File: config.mk
export PLATFORM = sky130hd
export DESIGN_NAME = dbg_run_ctrl
export DESIGN_NICKNAME = d
export VERILOG_FILES = /design/src/rtl/dbg_pkg.sv /design/src/rtl/dbg_brk_match.sv /design/src/rtl/dbg_run_ctrl.sv
export SDC_FILE = /design/constraint.sdc
export NUM_CORES = 1
export LEC_CHECK = 0
export BUFFER_PORTS_ARGS = -buffer_cell sky130_fd_sc_hd__buf_2
export CAP_MARGIN = 40
export CELL_PAD_IN_SITES_DETAIL_PLACEMENT = 1
export CELL_PAD_IN_SITES_GLOBAL_PLACEMENT = 2
export CORE_MARGIN = 4
export CORE_UTILIZATION = 30
export CTS_CLUSTER_DIAMETER = 200
export DETAILED_ROUTE_END_ITERATION = 10
export PLACE_DENSITY_LB_ADDON = 0.1
export SLEW_MARGIN = 20
export SYNTH_ARGS = -nofsm -noshare
export SYNTH_HDL_FRONTEND = slang
export SYNTH_SLANG_ARGS = --single-unit
File: constraint.sdc
create_clock -name clk -period 2.75 [get_ports clk]
set_clock_uncertainty 0.1 [all_clocks]
set_input_delay 0 -clock clk [delete_from_list [all_inputs] [get_ports clk]]
set_output_delay 0 -clock clk [all_outputs]
set_load 0.03 [all_outputs]
File: src/rtl/dbg_pkg.sv
// Shared definitions for the debug run-control block: run-state encodings
// and a ceiling-log2 helper used to size breakpoint indices.
package dbg_pkg;

  typedef enum logic [1:0] {
    S_PAUSE = 2'd0,
    S_STEP  = 2'd1,
    S_CONT  = 2'd2,
    S_RUNN  = 2'd3
  } state_e;

  // Index width for n entries; a single entry still needs one bit.
  function automatic int clog2(input int n);
    int r;
    r = 0;
    while ((1 << r) < n) r++;
    return (r < 1) ? 1 : r;
  endfunction

endpackage

File: src/rtl/dbg_brk_match.sv
// Breakpoint comparator array with lowest-index priority encoding.
// Purely combinational; the caller qualifies the result with its skip flag.
module dbg_brk_match
  import dbg_pkg::*;
#(
  parameter int XLEN    = 32,
  parameter int NUM_BRK = 4,
  parameter int IDX_W   = clog2(NUM_BRK)
) (
  input  logic [XLEN-1:0]               pc,
  input  logic [NUM_BRK-1:0][XLEN-1:0]  addr,
  input  logic [NUM_BRK-1:0]            valid,
  output logic                          match,
  output logic [IDX_W-1:0]              idx
);

  // Scanning from the top down lets the lowest matching entry win last.
  // NOTE: every output of an always_comb gets a default first, so no path
  // leaves it unassigned and no latch is inferred.
  always_comb begin
    match = 1'b0;
    idx   = '0;
    for (int i = NUM_BRK - 1; i >= 0; i--) begin
      if (valid[i] && (addr[i] == pc)) begin
        match = 1'b1;
        idx   = IDX_W'(i);
      end
    end
  end

endmodule

File: src/rtl/dbg_run_ctrl.sv
// CPU run-control: gates the core with clk_en in step / continuous / run-N
// modes and stops on address breakpoints. Optional cycle counter under
// DBG_CYCLE_CNT_EN.
module dbg_run_ctrl
  import dbg_pkg::*;
#(
  parameter int XLEN    = 32,
  parameter int NUM_BRK = 4,
  parameter int STEP_W  = 8,
  parameter int IDX_W   = clog2(NUM_BRK)
) (
  input  logic               clk,
  input  logic               rst,
  input  logic               step,
  input  logic               cont,
  input  logic               run_n,
  input  logic [STEP_W-1:0]  step_cnt_in,
  input  logic               halt,
  input  logic               brk_set,
  input  logic               brk_clr,
  input  logic [IDX_W-1:0]   brk_idx,
  input  logic [XLEN-1:0]    brk_addr_in,
  input  logic [XLEN-1:0]    pc,
  output logic               clk_en,
  output logic [1:0]         mode,
  output logic               pause,
  output logic [NUM_BRK-1:0] brk_valid,
  output logic               brk_hit,
  output logic [IDX_W-1:0]   brk_hit_idx
`ifdef DBG_CYCLE_CNT_EN
  ,
  output logic [31:0]        cyc_cnt
`endif
);

  state_e                      state_q, state_d;
  logic [STEP_W-1:0]           cnt_q, cnt_d;
  logic                        skip_q, skip_d;
  logic                        hit_d;
  logic [NUM_BRK-1:0][XLEN-1:0] addr_q;
  logic [NUM_BRK-1:0]          valid_q;
  logic                        match;
  logic [IDX_W-1:0]            match_idx;
  logic                        stop;

  dbg_brk_match #(
    .XLEN    (XLEN),
    .NUM_BRK (NUM_BRK),
    .IDX_W   (IDX_W)
  ) u_match (
    .pc    (pc),
    .addr  (addr_q),
    .valid (valid_q),
    .match (match),
    .idx   (match_idx)
  );

  assign stop = match && !skip_q;

  always_comb begin
    state_d = state_q;
    cnt_d   = cnt_q;
    skip_d  = skip_q;
    hit_d   = 1'b0;
    clk_en  = 1'b0;
    unique case (state_q)
      S_PAUSE: begin
        if (!halt) begin
          if (step) begin
            state_d = S_STEP;
            skip_d  = 1'b1;
          end else if (cont) begin
            state_d = S_CONT;
            skip_d  = 1'b1;
          end else if (run_n && (step_cnt_in != '0)) begin
            state_d = S_RUNN;
            cnt_d   = step_cnt_in;
            skip_d  = 1'b1;
          end
        end
      end
      S_STEP: begin
        // A single step always executes; only halt can suppress it.
        clk_en  = !halt;
        state_d = (!halt && cont) ? S_CONT : S_PAUSE;
      end
      S_CONT: begin
        if (halt) begin
          state_d = S_PAUSE;
        end else if (stop) begin
          state_d = S_PAUSE;
          hit_d   = 1'b1;
        end else begin
          clk_en = 1'b1;
        end
      end
      S_RUNN: begin
        if (halt) begin
          state_d = S_PAUSE;
        end else if (stop) begin
          state_d = S_PAUSE;
          hit_d   = 1'b1;
        end else begin
          clk_en = 1'b1;
          cnt_d  = cnt_q - STEP_W'(1);
          if (cnt_q == STEP_W'(1)) state_d = S_PAUSE;
        end
      end
    endcase
    // Skip covers only the first executed cycle after a resume.
    if (clk_en) skip_d = 1'b0;
    if (rst)    clk_en = 1'b0;
  end

  // NOTE: state registers use non-blocking assignments so every flop samples
  // the pre-edge values regardless of statement order.
  always_ff @(posedge clk) begin
    if (rst) begin
      state_q     <= S_PAUSE;
      cnt_q       <= '0;
      skip_q      <= 1'b0;
      brk_hit     <= 1'b0;
      brk_hit_idx <= '0;
    end else begin
      state_q <= state_d;
      cnt_q   <= cnt_d;
      skip_q  <= skip_d;
      brk_hit <= hit_d;
      if (hit_d) brk_hit_idx <= match_idx;
    end
  end

  // NOTE: the breakpoint table is small and its addresses are visible to the
  // comparator, so it is reset explicitly rather than left as uninitialised RAM.
  always_ff @(posedge clk) begin
    if (rst) begin
      addr_q  <= '0;
      valid_q <= '0;
    end else if ((state_q == S_PAUSE) && (int'(brk_idx) < NUM_BRK)) begin
      if (brk_clr) begin
        valid_q[brk_idx] <= 1'b0;
      end else if (brk_set) begin
        valid_q[brk_idx] <= 1'b1;
        addr_q[brk_idx]  <= brk_addr_in;
      end
    end
  end

`ifdef DBG_CYCLE_CNT_EN
  // Simultaneous set+clr while paused doubles as a counter clear strobe.
  always_ff @(posedge clk) begin
    if (rst) begin
      cyc_cnt <= '0;
    end else if ((state_q == S_PAUSE) && brk_set && brk_clr) begin
      cyc_cnt <= '0;
    end else if (clk_en) begin
      cyc_cnt <= cyc_cnt + 32'd1;
    end
  end
`endif

  assign mode      = state_q;
  assign pause     = (state_q == S_PAUSE);
  assign brk_valid = valid_q;

endmodule

== Word-level counts from Yosys, hierarchy flattened ==
Index checks and enable logic that the tools add are counted.
Word-level totals
  register bits after elaboration: 146
  logic and storage cells: 100
Operators by class
  add/sub/neg operators: 1
  $lt $le $gt $ge: 2
  equal/unequal tests: 17
  muxes and demuxes: 43
  bitwise logic cells: 5
  reduce and logical (&&, ||, !) cells: 22
Operators with widths (count)
  bitwise mux 128 bit: 1
  equality test 32 bit: 4
  demux 32 bit (select 2 bit): 1
  2-to-1 mux 8 bit: 6
  2-to-1 mux 32 bit: 1
  2-to-1 mux 2 bit: 14
  one-hot mux 8 bit (2 select lines): 1
  2-to-1 mux 1 bit: 14
  inequality test 2 bit (second input constant): 5
  equality test 8 x 1 -> 1 bit (second input constant): 1
  logical AND 1 bit: 8
  2-to-1 mux 4 bit: 2
  one-hot mux 2 bit (4 select lines): 1
  nonzero test 8 bit: 1
  subtractor 8 x 1 -> 8 bit (second input constant): 1
  AND reduction 7 bit: 1
  AND reduction 3 bit: 2
  bitwise AND 4 bit: 1
  equality test 2 bit (second input constant): 2
  inequality test 4 x 3 -> 1 bit (second input constant): 1
  inequality test 4 bit (second input constant): 1
  inverter 4 bit: 1
  bitwise OR 4 bit: 1
  AND reduction 4 bit: 1
  14 further kinds: 18

== Depth between registers and ports, before layout ==
  depth in word-level cells: 11
  mapped depth: 9
  mapped depth without buffers: 7

== Hierarchy ==
A second synthesis with hierarchy kept.
Unflattened totals
  cell total of the unflattened synthesis: 883
  area total of the unflattened synthesis: 7010.5 um2
By module, submodules not included
  dbg_run_ctrl: instances 1, cells each 699, area each 5546.6 um2
  dbg_brk_match: instances 1, cells each 184, area each 1463.9 um2

== Least setup slack after synthesis ==
No wires, ideal clock.
  kind: register to output
  start: register addr_q[64] (netlist bit)
  end: output port clk_en
  data arrival time: 2.508 ns
  data required time: 2.650 ns
  setup slack: 0.142 ns
  stages on the path, launching flop included: 8
  buffers on the path: 0
  cells stage by stage: dfxtp_1 -> xor2_1 -> or4_1 -> or4_1 -> or4_1 -> a41oi_2 -> a211oi_1 -> and2_1
Between the ends
  longest elaborated chain between the ends: 10
Ends and longest elaborated chain
  start, declared: RTL line dbg_run_ctrl.sv:40  | logic [NUM_BRK-1:0][XLEN-1:0] addr_q;
  start signal, assigned by index: RTL line dbg_run_ctrl.sv:144  | addr_q[brk_idx] <= brk_addr_in;
  equality test 32 bit: RTL line dbg_brk_match.sv:24  | if (valid[i] && (addr[i] == pc)) begin
  logical AND 1 bit: RTL line dbg_brk_match.sv:24
  2-to-1 mux 1 bit (3 in series): RTL line dbg_brk_match.sv:24
  logical AND 1 bit: RTL line dbg_run_ctrl.sv:58  | assign stop = match && !skip_q;
  2-to-1 mux 1 bit: RTL line dbg_run_ctrl.sv:90, dbg_run_ctrl.sv:100
  2-to-1 mux 1 bit: RTL line dbg_run_ctrl.sv:88  | if (halt) begin
  one-hot mux 1 bit (2 select lines): RTL line dbg_run_ctrl.sv:66  | unique case (state_q)
  2-to-1 mux 1 bit: RTL line dbg_run_ctrl.sv:112  | if (rst) clk_en = 1'b0;
  end, declared: RTL line dbg_run_ctrl.sv:24  | output logic clk_en,
No other way between the ends.

== Worst setup path in the final report ==
Same ends and word-level chain as after synthesis.

==> metrics.json <==
{
  "outcome": "complete, but fails checks",
  "violations": "negative setup slack",
  "kind_of_start_point_of_the_critical_path": "flip-flop",
  "critical_path.n_buffers_inverters": 1,
  "post_drt_wl_per_cell_um": 21.18,
  "critical_path.endpoint_type": "output port",
  "timing.critical_path.depth": 8,
  "design_power_total_mw": 5.308,
  "setup_violations": 6,
  "syn-cell-area_sq_um": 7212,
  "gp_routability_congestion": 0.8768,
  "hp-class": "input pin to flip-flop",
  "max-slew-margin-rel_pct": 55.82,
  "initial_utilization_pct": 30.63,
  "cp_slowest_stage_delay_ns": 0.54,
  "fin_nets": 1164,
  "crit_required_ns": 2.65,
  "fill_cells": 2872,
  "hold-worst-slack_ns": 0.03875,
  "final_routed_drc_violation_total": 0,
  "crit-reg2reg-capture": "brk_hit_idx[0]",
  "fp.dieH_um": 163.0,
  "timing.critical_path.slowest_stage_cell": "or4_4",
  "postLayoutSetupSlackWorst_ns": -0.4653,
  "synth_fp_nets": 1025,
  "synth_sequential_area_ratio_pct": 40.53,
  "cts_num_sinks": 146,
  "synth.most_common_cell": "nand2_1",
  "layout.cell_area.non_filler_sq_um": 9371,
  "path_delay_family": "simple AND/OR/NAND/NOR gates",
  "synthDominantAreaCellType": "dfxtp_1",
  "route.detailed.vias_per_inst": 5.024,
  "worstSetupPathType": "flip-flop to output port",
  "netlist_instances": 941,
  "critical_path.cell_chain": "xor2_1 -> or4_1 -> or4_4 -> or4_4 -> a41oi_4 -> a211oi_2 -> and2_1 -> buf_6",
  "netlist_top_cells_area": "dfxtp_1, nand2_1, xor2_1",
  "multi_input_comb_area_sq_um": 4096,
  "postSynthAreaPerCell_sq_um": 7.664,
  "io_pins": 93,
  "synth.ff_latch_count": 146,
  "place.detailed.hpwl_um": 21510,
  "groute.usage.overall_pct": 22.70,
  "fp.dieArea_sq_um": 26580,
  "leak_nw": 3.602,
  "drive_gt1_share_pct": 15.96,
  "maximum_clock_frequency_mhz": 311.0,
  "worst_vdd_drop_uv": 340.8,
  "max_slew.worst_pin.slew_ns": 0.6558,
  "fp.dieW_um": 163.0,
  "power.density_cell_area_nw_per_um2": 566.4,
  "cts.path.max_buffers": 2,
  "seqCellArea_sq_um": 2925,
  "cts_made_buffers": 17,
  "rsz0062_at_grt": "yes",
  "post-route-min-period_ns": 3.215,
  "synth.top_cell.area_share_pct": 40.53,
  "crit_end": "clk_en",
  "maximum_number_of_pins_on_one_net_before_global_route_repair": 56,
  "post_dp_area_sq_um": 8193,
  "yosysWarningCount": 0,
  "drt_iter0_markers": 349,
  "clock-root-buffer": "clkbuf_16",
  "clock_tree.htree_level_count": 4,
  "grt_overflow_total": 0,
  "antenna_found_initial": 0,
  "grt_pass1_wl_um": 45040,
  "yosys_most_used_dff": "dfxtp_1",
  "crit_path_frequent_cell": "or4_4",
  "timing.critical_path.arrival_ns": 3.12,
  "async_set_or_reset_register_ratio_after_synthesis_pct": 0,
  "post_synth_most_frequent_cells": "nand2_1, dfxtp_1, a21oi_1",
  "synthToLayoutAreaGrowth_pct": 29.94,
  "final_core_util_pct": 39.81,
  "totalWireLength_um": 29860,
  "clk_pin_slew_ns": 0.06,
  "reg2reg_depth": 9,
  "timing.reg2reg.setup_slack_ns": -0.20,
  "synthDistinctLibCells": 42,
  "worst_skew_pair.late_latency_ns": 0.44,
  "crit_fanout": 2,
  "routed-via-count": 7084,
  "coreArea_sq_um": 23540,
  "maxSlewViolCount": 0,
  "place_ws_ns": -0.1236,
  "drt-pass1-iter-count": 4,
  "finalCritPeriodShare_pct": 116.9,
  "route.antenna.remaining_nets": 0,
  "startpoint": "addr_q[64]",
  "maxCapViolations": 0,
  "tritoncts": "done",
  "finalHoldViolations": 0,
  "synth_enable_flop_cells": 0,
  "place.port_buffers": 92,
  "r2r-start": "addr_q[64]",
  "number_of_global_route_vias_before_repair": 7241,
  "std_cell_rows": 56
}
## cell type report
type / count / share of cell area (%)
Multi-Input combinational cell: 729 / 43.71
Sequential cell: 146 / 31.21
Antenna cell: 1 / 0.02670
Clock buffer: 19 / 4.833
Tap cell: 319 / 4.259
Timing Repair Buffer: 172 / 13.95
Clock inverter: 10 / 1.442
Inverter: 14 / 0.5607
## flip-flops by register name, summed over array words and instances, names as in the netlist, named ones only
name,flops
cnt_q,8
addr_q,128
brk_hit_idx,2
mode,2
brk_hit,1
skip_q,1
## layout by cell type (no fill, tap or decap), types with 3 or more instances in the layout
cell and count:
a211oi_1 3, a21oi_1 144, a22oi_1 3, buf_12 7, buf_2 90, buf_4 22, buf_6 3, bufinv_16 3
clkbuf_16 17, clkinv_2 4, dfxtp_1 144, dlygate4sd3_1 49, inv_1 14, nand2_1 273, nand2b_1 8, nand3_1 4
nand3b_1 3, nand4_1 12, nor2_1 18, nor2_2 3, nor3_1 7, nor4_1 44, o21ai_0 24, o31ai_1 3
or2_2 4, or2b_1 3, or3_1 9, or4_1 7, or4_4 4, xnor2_1 13, xor2_1 112
## cells by family after synthesis
| logic type | after synthesis | synth area share [%] |
|---|---|---|
| AOI/OAI and AO/OA | 191 | 14.40 |
| DFF | 146 | 40.53 |
| buffers and inverters | 66 | 3.661 |
| and+or+nand+nor | 408 | 25.50 |
| xor gates and xnor gates | 127 | 15.42 |
| adders and majority gates | 2 | 0.3469 |
| muxes | 1 | 0.1388 |
## through the flow
stage                     instances  TNS [ns]
after floorplan                 941         0
after global placement         1325   -0.1252
after detailed placement       1328   -0.2671
after CTS                      1407   -0.8088
after global routing           1409    -1.526
final                          1410    -1.128
## per-layer routing
layer	vias to the layer above	share of wire (%)	track usage (%)
met5	-	0	0
met4	0	1.5	6.214
met3	24	2.8	2.700
met2	110	47	37.43
met1	3495	49	31.53
li1	3455	-	-
## power by group
group / switching (mW) / leakage, nW / total, mW / internal, mW
Sequential: 0.0381 / 1.18 / 2.20 / 2.16
Combinational: 0.427 / 2.13 / 0.669 / 0.242
Clock: 0.985 / 0.291 / 2.44 / 1.46
Total: 1.45 / 3.60 / 5.31 / 3.86
## worst min path at each step
stage	start	endpoint	depth (start not counted)
after CTS	brk_set	flip-flop	4
after detailed placement	brk_addr_in[4]	addr_q[4]	3
final	brk_set	flip-flop	4
after global routing	brk_set	flip-flop	4
after global placement	brk_addr_in[7]	addr_q[71]	3
after floorplan	brk_addr_in[14]	addr_q[78]	2
## what timing repair did
action                                  CTS  global route
hold buffers                             49             0
endpoints found under the setup margin    5            14
gates resized for setup                   8             8
endpoints found under the hold margin   145             0
buffers inserted                          1             2
pin swaps                                 7             6
## worst reg2reg max path: cells and delay by family, from the launching register on
| family | cells | cell delay, ns |
|---|---|---|
| mux | 1 | 0.14 |
| flops | 1 | 0.32 |
| compound gates | 1 | 0.27 |
| buf+inv | 2 | 0.24 |
| xor+xnor | 1 | 0.16 |
| simple gates | 4 | 1.60 |
No activity file was read; power rests on OpenSTA's default activity.
